### src/rtl/uart_rx_pkg.sv
// Shared FSM state type, oversampling constants and baud divisor helper
// for the UART receiver.
package uart_rx_pkg;

    typedef enum logic [2:0] {
        IDLE   = 3'd0,
        START  = 3'd1,
        DATA   = 3'd2,
        PARITY = 3'd3,
        STOP   = 3'd4
    } rx_state_e;

    localparam int BAUD_9600   = 32'd9600;
    localparam int BAUD_19200  = 32'd19200;
    localparam int BAUD_57600  = 32'd57600;
    localparam int BAUD_115200 = 32'd115200;

    localparam int OVERSAMPLE = 32'd16;
    localparam int MID_SAMPLE = 32'd7;

    localparam logic [3:0] MID_SAMPLE_CNT  = 4'(MID_SAMPLE);
    localparam logic [3:0] LAST_SAMPLE_CNT = 4'(OVERSAMPLE - 32'd1);

    // Clock cycles per oversampling tick for the selected baud rate
    function automatic logic [15:0] baud_divisor(input int clk_hz, input logic [1:0] sel);
        int baud;
        case (sel)
            2'b00:   baud = BAUD_9600;
            2'b01:   baud = BAUD_19200;
            2'b10:   baud = BAUD_57600;
            2'b11:   baud = BAUD_115200;
            default: baud = BAUD_115200;
        endcase
        return 16'(clk_hz / (baud * OVERSAMPLE));
    endfunction

endpackage

### src/rtl/uart_rx_fifo.sv
// First-word-fall-through byte FIFO for received characters; the head byte
// is presented without a read strobe and reads as 0x00 while empty.
module uart_rx_fifo #(
    parameter int DEPTH = 64
) (
    input  logic                       clk,
    input  logic                       rst_n,
    input  logic                       push,
    input  logic [7:0]                 push_data,
    input  logic                       pop,
    output logic [7:0]                 head_data,
    output logic                       valid,
    output logic                       full,
    output logic [$clog2(DEPTH):0]     level
);

    localparam int AW = $clog2(DEPTH);
    localparam logic [AW-1:0] PTR_ONE   = {{(AW-1){1'b0}}, 1'b1};
    localparam logic [AW:0]   CNT_ONE   = {{AW{1'b0}}, 1'b1};
    localparam logic [AW:0]   DEPTH_CNT = (AW+1)'(DEPTH);

    logic [7:0]    mem_r [DEPTH];
    logic [AW-1:0] wr_ptr_r;
    logic [AW-1:0] rd_ptr_r;
    logic [AW:0]   count_r;
    logic [AW:0]   count_nxt_s;
    logic          valid_r;
    logic          full_s;
    logic          pop_s;
    logic          wr_s;

    assign full_s = (count_r == DEPTH_CNT);
    assign pop_s  = pop & valid_r;
    // A push into a full FIFO is only accepted when a pop frees a slot in the same cycle
    assign wr_s   = push & (~full_s | pop_s);

    // Occupancy after this cycle's accepted push/pop
    always_comb begin
        count_nxt_s = count_r;
        if (wr_s && !pop_s) begin
            count_nxt_s = count_r + CNT_ONE;
        end else if (!wr_s && pop_s) begin
            count_nxt_s = count_r - CNT_ONE;
        end else begin
            count_nxt_s = count_r;
        end
    end

    // Storage array
    always_ff @(posedge clk) begin
        if (wr_s) begin
            mem_r[wr_ptr_r] <= push_data;
        end
    end

    // Pointers, occupancy and registered valid
    always_ff @(posedge clk) begin
        if (!rst_n) begin
            wr_ptr_r <= '0;
            rd_ptr_r <= '0;
            count_r  <= '0;
            valid_r  <= 1'b0;
        end else begin
            if (wr_s) begin
                wr_ptr_r <= wr_ptr_r + PTR_ONE;
            end
            if (pop_s) begin
                rd_ptr_r <= rd_ptr_r + PTR_ONE;
            end
            count_r <= count_nxt_s;
            valid_r <= (count_nxt_s != '0);
        end
    end

    assign head_data = valid_r ? mem_r[rd_ptr_r] : 8'h00;
    assign valid     = valid_r;
    assign full      = full_s;
    assign level     = count_r;

endmodule

### src/rtl/uart_receiver.sv
// UART receiver: synchronizer, 16x oversampling tick generator, frame FSM and
// receive FIFO. Define UART_RX_PARITY_EN for 11-bit frames with even parity.
module uart_receiver
    import uart_rx_pkg::*;
#(
    parameter int CLOCK_FREQ_HZ = 50_000_000,
    parameter int FIFO_DEPTH    = 64
) (
    input  logic                          clock_i,
    input  logic                          reset_n_i,
    input  logic                          uart_rx_i,
    input  logic [1:0]                    baudrate_select_i,
    input  logic                          data_read_i,
    input  logic                          error_clear_i,
    output logic [7:0]                    data_o,
    output logic                          data_valid_o,
    output logic [$clog2(FIFO_DEPTH):0]   data_level_o,
    output logic                          frame_error_o,
    output logic                          overrun_error_o,
    output logic                          parity_error_o
);

`ifdef UART_RX_PARITY_EN
    localparam rx_state_e AFTER_DATA = PARITY;
`else
    localparam rx_state_e AFTER_DATA = STOP;
`endif

    logic        rx_meta_r;
    logic        rx_sync_r;
    logic        rx_prev_r;
    logic        rx_s;
    logic [1:0]  baud_sel_r;
    logic [15:0] divisor_s;
    logic [15:0] tick_cnt_r;
    logic        tick_s;

    rx_state_e   state_r;
    rx_state_e   state_nxt_s;
    logic [3:0]  sample_cnt_r;
    logic [3:0]  sample_nxt_s;
    logic [2:0]  bit_cnt_r;
    logic [2:0]  bit_nxt_s;
    logic [7:0]  shift_r;
    logic [7:0]  shift_nxt_s;
    logic        push_r;
    logic        push_nxt_s;
    logic [7:0]  push_data_r;
    logic        start_det_s;
    logic        frame_set_s;
    logic        overrun_set_s;
    logic        frame_err_r;
    logic        overrun_err_r;
    logic        fifo_full_s;
    logic        fifo_valid_s;
`ifdef UART_RX_PARITY_EN
    logic        parity_set_s;
    logic        parity_err_r;
`endif

    assign rx_s = rx_sync_r;

    // Two-flop synchronizer plus one history flop for falling-edge detection
    always_ff @(posedge clock_i) begin
        if (!reset_n_i) begin
            rx_meta_r <= 1'b1;
            rx_sync_r <= 1'b1;
            rx_prev_r <= 1'b1;
        end else begin
            rx_meta_r <= uart_rx_i;
            rx_sync_r <= rx_meta_r;
            rx_prev_r <= rx_sync_r;
        end
    end

    // Baud select is only taken between frames so a frame never changes rate
    always_ff @(posedge clock_i) begin
        if (!reset_n_i) begin
            baud_sel_r <= 2'b00;
        end else if (state_r == IDLE) begin
            baud_sel_r <= baudrate_select_i;
        end
    end

    assign divisor_s = baud_divisor(CLOCK_FREQ_HZ, baud_sel_r);
    // >= lets the counter recover at once when a faster rate is latched
    assign tick_s    = (tick_cnt_r >= (divisor_s - 16'd1));

    // Oversampling tick counter, phase-aligned to the start edge
    always_ff @(posedge clock_i) begin
        if (!reset_n_i) begin
            tick_cnt_r <= 16'd0;
        end else if (start_det_s || tick_s) begin
            tick_cnt_r <= 16'd0;
        end else begin
            tick_cnt_r <= tick_cnt_r + 16'd1;
        end
    end

    // Frame decoder next-state logic
    always_comb begin
        state_nxt_s  = state_r;
        sample_nxt_s = sample_cnt_r;
        bit_nxt_s    = bit_cnt_r;
        shift_nxt_s  = shift_r;
        push_nxt_s   = 1'b0;
        start_det_s  = 1'b0;
        frame_set_s  = 1'b0;
`ifdef UART_RX_PARITY_EN
        parity_set_s = 1'b0;
`endif
        case (state_r)
            IDLE: begin
                sample_nxt_s = 4'd0;
                if (rx_prev_r && !rx_s) begin
                    start_det_s = 1'b1;
                    state_nxt_s = START;
                end else begin
                    state_nxt_s = IDLE;
                end
            end
            START: begin
                if (tick_s && (sample_cnt_r == MID_SAMPLE_CNT)) begin
                    sample_nxt_s = 4'd0;
                    bit_nxt_s    = 3'd0;
                    state_nxt_s  = rx_s ? IDLE : DATA;
                end else if (tick_s) begin
                    sample_nxt_s = sample_cnt_r + 4'd1;
                end else begin
                    sample_nxt_s = sample_cnt_r;
                end
            end
            DATA: begin
                if (tick_s && (sample_cnt_r == LAST_SAMPLE_CNT)) begin
                    sample_nxt_s = 4'd0;
                    shift_nxt_s  = {rx_s, shift_r[7:1]};
                    if (bit_cnt_r == 3'd7) begin
                        state_nxt_s = AFTER_DATA;
                    end else begin
                        bit_nxt_s = bit_cnt_r + 3'd1;
                    end
                end else if (tick_s) begin
                    sample_nxt_s = sample_cnt_r + 4'd1;
                end else begin
                    sample_nxt_s = sample_cnt_r;
                end
            end
`ifdef UART_RX_PARITY_EN
            PARITY: begin
                if (tick_s && (sample_cnt_r == LAST_SAMPLE_CNT)) begin
                    sample_nxt_s = 4'd0;
                    parity_set_s = (rx_s != (^shift_r));
                    state_nxt_s  = STOP;
                end else if (tick_s) begin
                    sample_nxt_s = sample_cnt_r + 4'd1;
                end else begin
                    sample_nxt_s = sample_cnt_r;
                end
            end
`endif
            STOP: begin
                if (tick_s && (sample_cnt_r == LAST_SAMPLE_CNT)) begin
                    sample_nxt_s = 4'd0;
                    state_nxt_s  = IDLE;
                    if (rx_s) begin
                        push_nxt_s = 1'b1;
                    end else begin
                        frame_set_s = 1'b1;
                    end
                end else if (tick_s) begin
                    sample_nxt_s = sample_cnt_r + 4'd1;
                end else begin
                    sample_nxt_s = sample_cnt_r;
                end
            end
            default: begin
                state_nxt_s  = IDLE;
                sample_nxt_s = 4'd0;
            end
        endcase
    end

    // Frame decoder state and datapath registers
    always_ff @(posedge clock_i) begin
        if (!reset_n_i) begin
            state_r      <= IDLE;
            sample_cnt_r <= 4'd0;
            bit_cnt_r    <= 3'd0;
            shift_r      <= 8'h00;
            push_r       <= 1'b0;
            push_data_r  <= 8'h00;
        end else begin
            state_r      <= state_nxt_s;
            sample_cnt_r <= sample_nxt_s;
            bit_cnt_r    <= bit_nxt_s;
            shift_r      <= shift_nxt_s;
            push_r       <= push_nxt_s;
            push_data_r  <= shift_r;
        end
    end

    uart_rx_fifo #(
        .DEPTH(FIFO_DEPTH)
    ) u_fifo (
        .clk       (clock_i),
        .rst_n     (reset_n_i),
        .push      (push_r),
        .push_data (push_data_r),
        .pop       (data_read_i),
        .head_data (data_o),
        .valid     (fifo_valid_s),
        .full      (fifo_full_s),
        .level     (data_level_o)
    );

    assign data_valid_o  = fifo_valid_s;
    assign overrun_set_s = push_r & fifo_full_s & ~(data_read_i & fifo_valid_s);

    // Sticky error flags; a new error in the clear cycle keeps the flag set
    always_ff @(posedge clock_i) begin
        if (!reset_n_i) begin
            frame_err_r   <= 1'b0;
            overrun_err_r <= 1'b0;
        end else begin
            if (frame_set_s) begin
                frame_err_r <= 1'b1;
            end else if (error_clear_i) begin
                frame_err_r <= 1'b0;
            end
            if (overrun_set_s) begin
                overrun_err_r <= 1'b1;
            end else if (error_clear_i) begin
                overrun_err_r <= 1'b0;
            end
        end
    end

`ifdef UART_RX_PARITY_EN
    // Sticky parity flag
    always_ff @(posedge clock_i) begin
        if (!reset_n_i) begin
            parity_err_r <= 1'b0;
        end else if (parity_set_s) begin
            parity_err_r <= 1'b1;
        end else if (error_clear_i) begin
            parity_err_r <= 1'b0;
        end
    end
    assign parity_error_o = parity_err_r;
`else
    assign parity_error_o = 1'b0;
`endif

    assign frame_error_o   = frame_err_r;
    assign overrun_error_o = overrun_err_r;

endmodule
### config.mk
export PLATFORM = sky130hd
export DESIGN_NAME = uart_receiver
export DESIGN_NICKNAME = d
export VERILOG_FILES = /design/src/rtl/uart_rx_pkg.sv /design/src/rtl/uart_rx_fifo.sv /design/src/rtl/uart_receiver.sv
export SDC_FILE = /design/constraint.sdc
export NUM_CORES = 1
export LEC_CHECK = 0
export CAP_MARGIN = 20
export CORE_UTILIZATION = 45
export CTS_CLUSTER_DIAMETER = 150
export CTS_CLUSTER_SIZE = 30
export DETAILED_ROUTE_END_ITERATION = 7
export SLEW_MARGIN = 20
export SYNTH_ARGS = -nofsm -noshare
export SYNTH_HDL_FRONTEND = slang
export SYNTH_HIERARCHICAL = 1
export SYNTH_SLANG_ARGS = --single-unit
export TNS_END_PERCENT = 1
### constraint.sdc
create_clock -name clock_i -period 8.6 [get_ports clock_i]
set_clock_uncertainty 0.15 [all_clocks]
set_input_delay 1.72 -clock clock_i [delete_from_list [all_inputs] [get_ports clock_i]]
set_output_delay 1.72 -clock clock_i [all_outputs]
set_load 0.01 [all_outputs]
## Word level (Yosys, flattened, before mapping)

Memories as Yosys holds them, arrays and structs flattened. A register that Yosys moved wholly into a read port is not among the register bits.
Cells that the tools add are included.

- $add $sub $neg: 8
- Div/mod/pow operators: 1
- Magnitude comparators: 1
- Equal/unequal tests: 15
- Multiplexer cells: 32
- Bitwise gates (word level): 8
- Reduce and logical (&&, ||, !) cells: 21

Operators by type and width:

| cell | number |
|---|---|
| 28-bit one-hot mux with 4 select lines | 1 |
| 27-bit by 32-bit divider with 32-bit output, first input constant | 1 |
| 3-bit 2-to-1 mux | 7 |
| 16-bit by 1-bit adder with 16-bit output, second input constant | 1 |
| 16-bit greater-or-equal comparator | 1 |
| 16-bit by 1-bit subtractor with 16-bit output, second input constant | 1 |
| 7-bit 2-to-1 mux | 2 |
| 6-bit by 1-bit adder with 6-bit output, second input constant | 2 |
| 1-bit 2-to-1 mux | 12 |
| 4-bit 2-to-1 mux | 3 |
| 6-bit 2-to-1 mux | 2 |
| 3-bit one-hot mux with 4 select lines | 1 |
| 2-bit inequality test, second input constant | 5 |
| 8-bit 2-to-1 mux | 1 |
| 4-bit one-hot mux with 2 select lines | 1 |
| 4-bit AND reduction | 2 |
| 7-bit by 1-bit adder with 7-bit output, second input constant | 1 |
| 7-bit == test, second input constant | 1 |
| 7-bit nonzero test | 1 |
| 7-bit by 1-bit subtractor with 7-bit output, second input constant | 1 |
| 3-bit == test, second input constant | 2 |
| 3-bit one-hot mux with 2 select lines | 1 |
| 2-bit nonzero test | 3 |
| 1-bit logical AND | 5 |
| 19 further kinds | 28 |

- Bits in registers: 70
- RAM bits: 512
- Output and inout port bits: 19
- Logic and storage cells: 104
- Memories: 1

Memory list:

| memory | words | width | read ports | clocked after memory_dff | wr ports | RTL line | source |
|---|---|---|---|---|---|---|---|
| u_fifo.mem_r | 64 | 8 | 1 | 1 | 1 | uart_rx_fifo.sv:22 | `logic [7:0] mem_r [DEPTH];` |

## Longest topological paths before layout

Gate-level depths: netlist (run 1).

- Depth after elaboration: 9
- Mapped depth: 48
- Mapped depth without buffers: 45

## Cells and area by module

The synthesis (run 1) kept the hierarchy.

By module, submodules not included:

| module | times used | cells an instance | area an instance (sq um) |
|---|---|---|---|
| uart_rx_fifo | 1 | 1052 | 21212.8 |
| uart_receiver | 1 | 400 | 3427.0 |

## Worst setup path before layout (run 1)

No wires, ideal clock.

- Path type: register -> register
- Start: register baud_sel_r[0]
- End: register shift_r[0]
- Library setup time: 0.121 ns
- Data arrival time: 8.510 ns
- Required time: 8.329 ns
- Path slack: -0.180 ns
- Stages on the path, launching flop included: 42
- Cells stage by stage: dfxtp_1 -> inv_1 -> ha_1 -> buf_4 -> nor2_1 -> ha_1 -> nor3b_1 -> mux2i_1 -> o2111ai_1 -> nand3_1 -> ha_1 -> o21ai_0 -> a2111oi_0 -> a211oi_1 -> o311a_4 -> ha_1 -> nand2_1 -> a2111oi_4 -> [6 not listed] -> o211a_4 -> o21ai_2 -> a211oi_1 -> o31a_1 -> o31ai_2 -> a221o_1 -> ha_1 -> a21o_1 -> a21o_1 -> a21o_1 -> a21o_1 -> a21o_1 -> a21o_1 -> a21oi_1 -> o21ai_0 -> nand4_1 -> nor3_2 -> mux2_2

- Cells in the longest elaborated chain, start to end: 7

Ends and longest elaborated chain:

| item | RTL line | source |
|---|---|---|
| from (decl) | uart_receiver.sv:33 | `logic [1:0] baud_sel_r;` |
| from (signal assigned) | uart_receiver.sv:81 | `baud_sel_r <= baudrate_select_i;` |
| 2-bit == test (tied with other cells) | uart_rx_pkg.sv:27 | `case (sel)` |
| 28-bit one-hot mux with 4 select lines * | uart_rx_pkg.sv:27 |  |
| 27-bit by 32-bit divider with 32-bit output * | uart_rx_pkg.sv:34 | `return 16'(clk_hz / (baud * OVERSAMPLE));` |
| 16-bit by 1-bit subtractor with 16-bit output * | uart_receiver.sv:87 | `assign tick_s = (tick_cnt_r >= (divisor_s - 16'd1));` |
| 16-bit greater-or-equal comparator * | uart_receiver.sv:87 |  |
| 1-bit logical AND * | uart_receiver.sv:134 | `if (tick_s && (sample_cnt_r == LAST_SAMPLE_CNT)) begin` |
| 2-bit AND reduction (no line) * | n/a |  |
| to (signal assigned) | uart_receiver.sv:196 | `shift_r <= shift_nxt_s;` |
| to (decl) | uart_receiver.sv:44 | `logic [7:0] shift_r;` |

Mark *: on every way between the ends. The rest lies on a longest branch, timed or not. The select of a mux whose other input is x is not followed.
A chain may end at the register's enable or synchronous reset.

## Worst setup path after layout (run 1)

- Start: register baud_sel_r[1]
- End: register sample_cnt_r[1]

- Cells in the longest elaborated chain, start to end: 8

Ends and longest elaborated chain:

| item | RTL line | source |
|---|---|---|
| 2-bit == test (tied with other cells) | uart_rx_pkg.sv:27 |  |
| 28-bit one-hot mux with 4 select lines * | uart_rx_pkg.sv:27 |  |
| 27-bit by 32-bit divider with 32-bit output * | uart_rx_pkg.sv:34 |  |
| 16-bit by 1-bit subtractor with 16-bit output * | uart_receiver.sv:87 |  |
| 16-bit greater-or-equal comparator * | uart_receiver.sv:87 |  |
| 4-bit 2-to-1 mux (tied with other cells) | n/a |  |
| 4-bit 2-to-1 mux, on equally long branches | uart_receiver.sv:134, uart_receiver.sv:123 |  |
| 4-bit one-hot mux with 2 select lines * | uart_receiver.sv:112 | `case (state_r)` |
| to (signal assigned) | uart_receiver.sv:194 | `sample_cnt_r <= sample_nxt_s;` |
| to (decl) | uart_receiver.sv:40 | `logic [3:0] sample_cnt_r;` |

Marked as above.

==> results.json, run 1 <==
{
  "crit_type": "reg -> reg",
  "grt_pass1_wl_um": 82000,
  "clkSinkCount": 588,
  "p_total_uw": 5080,
  "setup_viol": 0,
  "synthTopCellsByArea": "edfxtp_1 (62%), mux4_2 (11%), dfxtp_1 (6.2%), nor2_1 (2.1%), ha_1 (1.8%)",
  "die_width_um": 236,
  "synth_edf_count": 512,
  "fin_nets": 1514,
  "cts_tree": "done",
  "layout_min_cycle_time_ps": 8070,
  "critPathRequiredTime_ps": 8910,
  "sw_frac_of_total_pct": 23.6,
  "drive_above_1_share_pct": 17.5,
  "place_congestion": 0.878,
  "wl_per_cell_um": 24.8,
  "grt_pass1_vias": 12995,
  "synthTopCellsByCount": "edfxtp_1 (512), nor2_1 (138), mux4_2 (125)",
  "pre_cts_slack_ps": -230,
  "fmaxAchievable_mhz": 124,
  "yosysSeqAreaShare_pct": 68.6,
  "wirelength_um": 54200,
  "via_count": 13063,
  "initial_core_util_pct": 45.7,
  "p_leak_uw": 0.00960,
  "final_cells": 2185,
  "dieArea_um2": 55700,
  "dp.cells": 2136,
  "start_kind": "register",
  "synth.top_cell.area_share_pct": 62.4,
  "slowest_delay_ps": 380,
  "power_density_nw_per_um2": 192,
  "cts_root_buffer": "clkbuf_16",
  "crit_path_frequent_cell": "a21o_1",
  "hold_viol_final": 0,
  "syn_area_um2": 24600,
  "die_y_um": 236,
  "design_area_um2": 26500,
  "slew_headroom_pct": 27.1,
  "track_usage_pct": 19.5,
  "worstMarginPinSlew_ps": 1090,
  "arrival_ps": 8370,
  "synth_top_cell_by_area": "edfxtp_1",
  "synth_ff_type": "edfxtp_1",
  "grt_overflow": 0,
  "numPortBuffers": 24,
  "ys_ff_latch": 588,
  "grt_max_degree": 66,
  "fin_util_pct": 49.1,
  "io_pins": 26,
  "r2r_slack_ps": 530,
  "std_cell_rows": 85,
  "htree_levels": 1,
  "clockBufferDepth": 3,
  "syn_inst": 1452,
  "dp_hpwl_um": 33000,
  "min_path_cells": 1,
  "num_antenna_cells": 0,
  "syn_to_final_growth_pct": 7.47,
  "sequentialPowerShare_pct": 61.5,
  "internal_power_uw": 3880,
  "async_flop_share_pct": 0,
  "coreArea_um2": 53900,
  "outcome": "complete, no violations",
  "switching_power_uw": 1200,
  "cap_violations": 0,
  "vias_per_cell": 5.98,
  "yosysUniqueCellTypes": 92,
  "drv_slew": 0,
  "cp-end-kind": "register",
  "syn_area_per_cell_um2": 17.0,
  "drtPass1Iterations": 5,
  "clock_latency_ps": 570,
  "antenna_left": 0,
  "worst_path_max_delay_cell": "dfxtp_4",
  "r2r_cells": 43,
  "antenna_found_initial": 0,
  "worstPathMaxFanout": 7,
  "path_clk_slew_ps": 110,
  "post_dp_cell_area_um2": 25600,
  "yosysMostFrequentCell": "edfxtp_1",
  "fin_ws_ps": 531,
  "holdCritPathClass": "reg -> reg",
  "cts_buffers": 23,
  "finalCritPeriodShare_pct": 93.8,
  "vdd_drop_max_mv": 0.136,
  "drc_errors": 0,
  "rsz0062_at_grt": "no",
  "drt_iter0_drc": 1296,
  "power_frac_clock_pct": 27.1,
  "synth_warnings": 6,
  "combPwrFrac_pct": 11.4
}
[cell families after synthesis]
logic type / synth area share [%]
flops: 68.6
simple gates: 6.85
mux: 14.1
compound gates: 5.45
buf+inv: 2.33
fa+ha+maj: 1.78
xor+xnor: 0.924
other cells: 0.0152
[final cells by class]
cell class / instances / area [µm²]
Clock buffer: 39 / 636
Sequential cell: 588 / 16900
Clock inverter: 3 / 47.5
Tap cell: 696 / 871
Timing Repair Buffer: 62 / 548
Fill cell: 4482 / 27400
Inverter: 30 / 113
Multi-Input combinational cell: 767 / 7340
[path summary, 6_finish.rpt]
check,startpoint,to
worst min-delay path,rx_meta_r,rx_s
worst max-delay path,baud_sel_r[1],sample_cnt_r[1]
worst min register to register,rx_meta_r,rx_s
worst max register to register,baud_sel_r[1],sample_cnt_r[1]
[metal layers]
metal | share of wire [%] | vias to the layer above | routed length, µm | track usage [%]
li1 | - | 5773 | - | -
met1 | 44 | 6798 | 23900 | 28.5
met2 | 47 | 423 | 25700 | 31.1
met3 | 6.3 | 69 | 3400 | 2.74
met4 | 2.2 | 0 | 1200 | 4.18
met5 | 0 | - | 0 | 0
[critical path: cells and delay by family (launching register included)]
family	cells	cell delay (ps)
and+or+nand+nor	4	380
DFF	1	380
AOI/OAI and AO/OA	27	4680
muxes	1	140
adders and majority gates	6	1550
buffers and inverters	5	680
[registers in the layout, summed over array words and instances (netlist names), 2 cells and up, named ones only]
register / flops
u_fifo/wr_ptr_r: 6
bit_cnt_r: 3
shift_r: 8
state_r: 3
u_fifo/rd_ptr_r: 6
push_data_r: 8
baud_sel_r: 2
tick_cnt_r: 16
u_fifo/level: 7
u_fifo/mem_r: 512
sample_cnt_r: 4
[what timing repair did]
item,4_1_cts,5_1_grt
buffers inserted,2,5
pin swaps,2,11
gates resized for setup,3,25
setup endpoints to repair,27,31
hold buffers,0,0
[placed cells by master, fill, tap and decap left out, types with 6 or more instances in the layout]
cell / synthesis / final
mux2_2: 7 / 7
nor2_1: 138 / 137
a21o_1: 13 / 12
o211ai_1: 7 / 7
o22ai_1: 10 / 10
edfxtp_1: 512 / 512
a211oi_1: 15 / 13
mux2i_1: 43 / 43
mux4_2: 125 / 125
inv_1: 26 / 24
conb_1: 1 / 8
nand3_1: 17 / 16
dfxtp_4: 0 / 7
and3_1: 10 / 10
dfxtp_1: 76 / 64
xor2_1: 18 / 18
xnor2_1: 8 / 8
nand4_1: 13 / 13
nand2_1: 68 / 68
nand2b_1: 14 / 14
o221ai_1: 7 / 7
nor3_1: 10 / 10
o21ai_0: 24 / 20
clkdlybuf4s50_1: 0 / 24
or3_1: 10 / 10
o21ai_2: 4 / 6
o21ai_1: 5 / 6
clkbuf_1: 30 / 16
ha_1: 35 / 31
nor2b_1: 15 / 15
nand3b_1: 7 / 7
a21oi_1: 24 / 23
clkbuf_16: 0 / 23
buf_4: 17 / 35
[through the flow]
stage	hold slack [ps]	setup TNS, ps
after floorplan	236	0
after global placement	251	-22.0
after detailed placement	260	-1350
after CTS	287	0
after global routing	313	0
final	280	0
[power groups by stage]
stage	sequential [µW]	clock (µW)	combinational, µW
after CTS	3130	1420	555
after floorplan	3150	0	463
after detailed placement	3190	0	552
final	3120	1380	578
after global placement	3190	0	552
after global routing	3130	1510	625
Power figures use the tool's default switching activity.
==> inputs of run 2 (changes only) <==
- ABC_AREA: not set -> 1
- CORE_UTILIZATION: 45 -> 25
- clock period: 8.6 -> 10.25 ns (I/O delays scaled with it)
==> results.json, run 2 <==
{
  "outcome": "complete, no violations",
  "path_clk_slew_ps": 110,
  "drtPass1Iterations": 5,
  "synth_top_cell_by_area": "edfxtp_1",
  "grt_pass1_vias": 16156,
  "drv_slew": 0,
  "hold_buffers": 0,
  "antenna_left": 0,
  "die_y_um": 322,
  "worstMarginPinSlew_ps": 1090,
  "cts_tree": "done",
  "synth_ff_type": "edfxtp_1",
  "clockBufferDepth": 3,
  "path_delay_family": "simple AND/OR/NAND/NOR gates",
  "drt_iter0_drc": 1627,
  "worstPathMaxFanout": 11,
  "final_common_cell": "nand2_1",
  "sw_frac_of_total_pct": 35.4,
  "clock_latency_ps": 610,
  "critPathRequiredTime_ps": 10610,
  "vdd_drop_max_mv": 0.225,
  "design_area_um2": 27700,
  "switching_power_uw": 1970,
  "finalCritPeriodShare_pct": 89.7,
  "reg_top3": "u_fifo/mem_r: 512 flops, tick_cnt_r: 16 flops",
  "std_cell_rows": 117,
  "post-cts-setup-buffer-count": 0,
  "cts_root_buffer": "clkbuf_16",
  "die_width_um": 322,
  "worst_path_max_delay_cell": "dfxtp_1",
  "p_leak_uw": 0.0106,
  "crit_path_frequent_cell": "nand2_1",
  "io_pins": 26,
  "cp-end-kind": "register",
  "ys_ff_latch": 588,
  "layout_min_cycle_time_ps": 9190,
  "internal_power_uw": 3590,
  "numPortBuffers": 24,
  "final_cells": 3789,
  "grt_overflow": 0,
  "antenna_found_initial": 1,
  "num_antenna_cells": 0,
  "drive_above_1_share_pct": 4.79,
  "async_flop_share_pct": 0,
  "fin_util_pct": 27.2,
  "drc_errors": 0,
  "dieArea_um2": 104000,
  "synthTopCellsByArea": "edfxtp_1 (60%), nand2_1 (12%), nand3_1 (9.6%), dfxtp_1 (5.9%), nor2_1 (2.0%)",
  "via_count": 17077,
  "cap_violations": 0,
  "coreArea_um2": 102000,
  "fmaxAchievable_mhz": 109,
  "combPwrFrac_pct": 32.4,
  "synth_warnings": 6,
  "fin_nets": 2446,
  "largest_register_ffs": 512,
  "wl_per_cell_um": 16.2,
  "post_dp_cell_area_um2": 27100,
  "synth_edf_count": 512,
  "synthTopCellsByCount": "nand2_1 (798), edfxtp_1 (512), nand3_1 (492)",
  "fillers": 10599,
  "power_density_nw_per_um2": 201,
  "syn_area_per_cell_um2": 10.5,
  "fin_tns_setup_ps": 0,
  "htree_levels": 1,
  "slew_headroom_pct": 27.3,
  "cts_buffers": 23,
  "wirelength_um": 61400,
  "top_register": "u_fifo/mem_r",
  "initial_core_util_pct": 25.2,
  "yosysMostFrequentCell": "nand2_1",
  "synth.top_cell.area_share_pct": 60.0,
  "yosysSeqAreaShare_pct": 65.9,
  "arrival_ps": 9550,
  "setup_viol": 0,
  "grt_max_degree": 104,
  "track_usage_pct": 11.7,
  "start_kind": "register",
  "place_congestion": 0.851,
  "final_cell_mix": "nand2_1 (798), edfxtp_1 (512), nand3_1 (492)",
  "slowest_delay_ps": 430,
  "clkSinkCount": 588,
  "sequentialPowerShare_pct": 47.0,
  "dp_hpwl_um": 36500,
  "syn_to_final_growth_pct": 8.12,
  "syn_area_um2": 25600,
  "crit_type": "reg -> reg",
  "holdCritPathClass": "reg -> reg",
  "rsz0062_at_grt": "no",
  "yosysUniqueCellTypes": 49,
  "syn_inst": 2448,
  "grt_pass1_wl_um": 95200,
  "path_buf_inv": 11,
  "power_frac_clock_pct": 20.7,
  "vias_per_cell": 4.51,
  "dp.cells": 3747,
  "hold_viol_final": 0
}
[run 2: cell types whose count changed in the layout (fill, tap and decap cells not counted), sizes merged, moves of 14 or more]
cell,before,now
a211oi,15,0
a21o,14,0
a21oi,25,40
buf,37,22
inv,30,101
mux2i,43,1
mux4,130,0
nand2,69,816
nand2b,14,0
nand3,18,502
nor2b,15,0
[run 2: layout make-up]
cell class	count	area [µm²]	area share (%)
tap	1368	1710	6.17
timing repair buffer	45	393	1.42
inverter	101	394	1.42
sequential	588	16900	61.0
clock buffer	40	639	2.31
clock inverter	2	36.3	0.131
multi-input combinational	1645	7630	27.5
[run 2: through the flow]
step                setup slack (ps)  hold slack [ps]  power, µW
floorplan                       2320              242       4090
global placement                1250              247       4470
detailed placement              1020              247       4470
CTS                              962              278       5600
global route                    28.4              302       5910
finish                          1060              277       5570
[run 2: worst register-to-register path, delay by kind of cell (launching register included)]
kind / cells / cell delay (ps)
AO/OA/AOI/OAI: 11 / 1660
flip-flops: 1 / 430
buffers and inverters: 11 / 1010
AND/OR/NAND/NOR: 42 / 3790
adder cells (fa/ha/maj): 6 / 1850
XOR/XNOR: 1 / 200
[run 2: kinds of logic after synthesis]
family,Yosys count,share of synthesized area (%)
other cells,1,0.0146
simple gates,1499,25.5
fa+ha+maj,35,1.71
mux,1,0.0390
compound gates,86,1.84
xor+xnor,16,0.546
buf+inv,222,4.45
flops,588,65.9
[run 2: what timing repair did]
item | in CTS | in global routing
gates resized for setup | 0 | 1
hold endpoints to repair | 0 | 0
setup endpoints to repair | 0 | 6
[run 2: power groups by stage]
stage	logic, µW	clock network [µW]	registers (µW)
after floorplan	1430	0	2650
after global placement	1800	0	2670
after detailed placement	1800	0	2670
after CTS	1800	1180	2620
after global routing	2040	1250	2620
final	1800	1150	2620
[run 2: worst paths after layout]
| kind | startpoint | to | slack, ps | cells past startpoint |
|---|---|---|---|---|
| hold reg to reg | rx_meta_r | rx_s | 280 | 1 |
| setup / recovery | baud_sel_r[1] | sample_cnt_r[0] | 1060 | 71 |
| setup reg to reg | baud_sel_r[1] | sample_cnt_r[0] | 1060 | 71 |
| hold / removal | rx_meta_r | rx_s | 280 | 1 |
[run 2: per-layer routing]
layer | part of all wire (%) | track usage [%] | vias up | wire length, µm
met4 | 1.3 | 1.82 | 2 | 811
met5 | 0.021 | 0 | - | 13
met3 | 6.7 | 1.69 | 50 | 4110
li1 | - | - | 8281 | -
met2 | 46 | 19.1 | 420 | 28500
met1 | 46 | 16.5 | 8324 | 28000
==> inputs of run 3 (changes only) <==
- CAP_MARGIN: 20 -> 25
==> results.json, run 3 (synthesized netlist as in run 2, its figures left out) <==
{
  "outcome": "complete, no violations",
  "wl_per_cell_um": 16.3,
  "drive_above_1_share_pct": 4.87,
  "slowest_delay_ps": 450,
  "r2r_slack_ps": 1040,
  "antenna_left": 0,
  "largest_register_ffs": 512,
  "grt_overflow": 0,
  "worstPathMaxFanout": 11,
  "coreArea_um2": 102000,
  "fin_util_pct": 27.3,
  "antenna_found_initial": 1,
  "initial_core_util_pct": 25.2,
  "cts_buffers": 23,
  "cts_root_buffer": "clkbuf_16",
  "clkSinkCount": 588,
  "layout_min_cycle_time_ps": 9210,
  "setup_viol": 0,
  "track_usage_pct": 11.7,
  "clock_latency_ps": 610,
  "worstMarginPinSlew_ps": 1000,
  "std_cell_rows": 117,
  "clockBufferDepth": 3,
  "post_dp_cell_area_um2": 27100,
  "dp.cells": 3747,
  "reg_top3": "u_fifo/mem_r: 512 flops, tick_cnt_r: 16 flops",
  "multi_input_area_um2": 7630,
  "place_congestion": 0.851,
  "vias_per_cell": 4.49,
  "hold_viol_final": 0,
  "grt_max_degree": 104,
  "top_register": "u_fifo/mem_r",
  "drtPass1Iterations": 5,
  "syn_to_final_growth_pct": 8.26,
  "drc_errors": 0,
  "numPortBuffers": 24,
  "die_y_um": 322,
  "cap_violations": 0,
  "cts_tree": "done",
  "fmaxAchievable_mhz": 109,
  "drt_iter0_drc": 1654,
  "start_kind": "register",
  "vdd_drop_max_mv": 0.225,
  "crit_type": "reg -> reg",
  "grt_pass1_wl_um": 95200,
  "arrival_ps": 9570,
  "worst_path_max_delay_cell": "dfxtp_1",
  "num_antenna_cells": 0,
  "path_clk_slew_ps": 110,
  "final_cells": 3791,
  "holdCritPathClass": "reg -> reg",
  "io_pins": 26,
  "power_density_nw_per_um2": 201,
  "grt_pass1_vias": 16156,
  "via_count": 17027,
  "r2r_cells": 71,
  "htree_levels": 1,
  "holdCritStartpoint": "rx_meta_r",
  "p_leak_uw": 0.0106,
  "die_width_um": 322,
  "register_area_um2": 16900,
  "critPathRequiredTime_ps": 10610,
  "crit_path_frequent_cell": "nand2_1",
  "dp_hpwl_um": 36500,
  "rsz0062_at_grt": "no",
  "fin_tns_setup_ps": 0,
  "fin_nets": 2448,
  "drv_slew": 0,
  "final_cell_mix": "nand2_1 (798), edfxtp_1 (512), nand3_1 (492)",
  "fillers": 10596,
  "finalCritPeriodShare_pct": 89.9,
  "r2r_start": "baud_sel_r[1]",
  "design_area_um2": 27800,
  "r2r-end": "sample_cnt_r[0]",
  "min_path_cells": 1,
  "wirelength_um": 61600,
  "slew_headroom_pct": 33.0,
  "worstHoldEndpoint": "rx_s",
  "post-cts-setup-buffer-count": 0,
  "dieArea_um2": 104000,
  "cp-end-kind": "register",
  "final_common_cell": "nand2_1"
}
run 3: changes by cell type in the layout (fill, tap and decap cells not counted):
cell,delta
buf_8,+1
buf_12,+1
run 3: metal layers:
| layer | track usage (%) | wire length (µm) | up-vias |
|---|---|---|---|
| met5 | 0 | 13 | - |
| met4 | 1.82 | 811 | 2 |
| met3 | 1.69 | 3860 | 53 |
| met2 | 19.1 | 28300 | 397 |
| met1 | 16.5 | 28700 | 8292 |
| li1 | - | - | 8283 |
run 3: worst max-delay path: cells and delay by family (launching register included):
kind                     cells  cell delay [ps]
AND/OR/NAND/NOR             45             4080
adder cells (fa/ha/maj)      6             1860
AO/OA/AOI/OAI                9             1420
buffers and inverters       10              970
flip-flops                   1              450
XOR/XNOR                     1              200
run 3: timing repair:
| action | CTS | global route |
|---|---|---|
| endpoints found under the setup margin | 0 | 6 |
| hold buffers | 0 | 0 |
| hold endpoints to repair | 0 | 0 |
| gates resized for setup | 0 | 1 |
run 3: stage by stage:
stage / power [µW] / hold WS [ps] / worst slack [ps]
2_1_floorplan: 4090 / 242 / 2320
3_3_place_gp: 4470 / 247 / 1250
3_5_place_dp: 4470 / 247 / 1020
4_1_cts: 5600 / 278 / 962
5_1_grt: 5910 / 302 / 28.4
6_report: 5570 / 276 / 1040
run 3: worst max path at each step:
stage	endpoint	cells past startpoint	slack (ps)	from
final	sample_cnt_r[0]	71	1040	baud_sel_r[1]
after global routing	sample_cnt_r[0]	69	30	baud_sel_r[1]
after CTS	sample_cnt_r[0]	71	960	baud_sel_r[1]
after detailed placement	sample_cnt_r[0]	71	1020	baud_sel_r[1]
after global placement	sample_cnt_r[0]	68	1250	baud_sel_r[1]
after floorplan	sample_cnt_r[0]	70	2320	baud_sel_r[0]
run 3: area by class of cell:
type                       instances  area share, %
clock inverter                     2          0.131
clock buffer                      40           2.30
tap                             1368           6.17
sequential                       588           60.9
timing repair buffer              47           1.54
inverter                         101           1.42
multi-input combinational       1645           27.5
run 3: where the power goes:
part	internal, µW	switching [µW]
sequential	2580	35.8
clock	440	710
combinational	576	1230
total	3600	1980
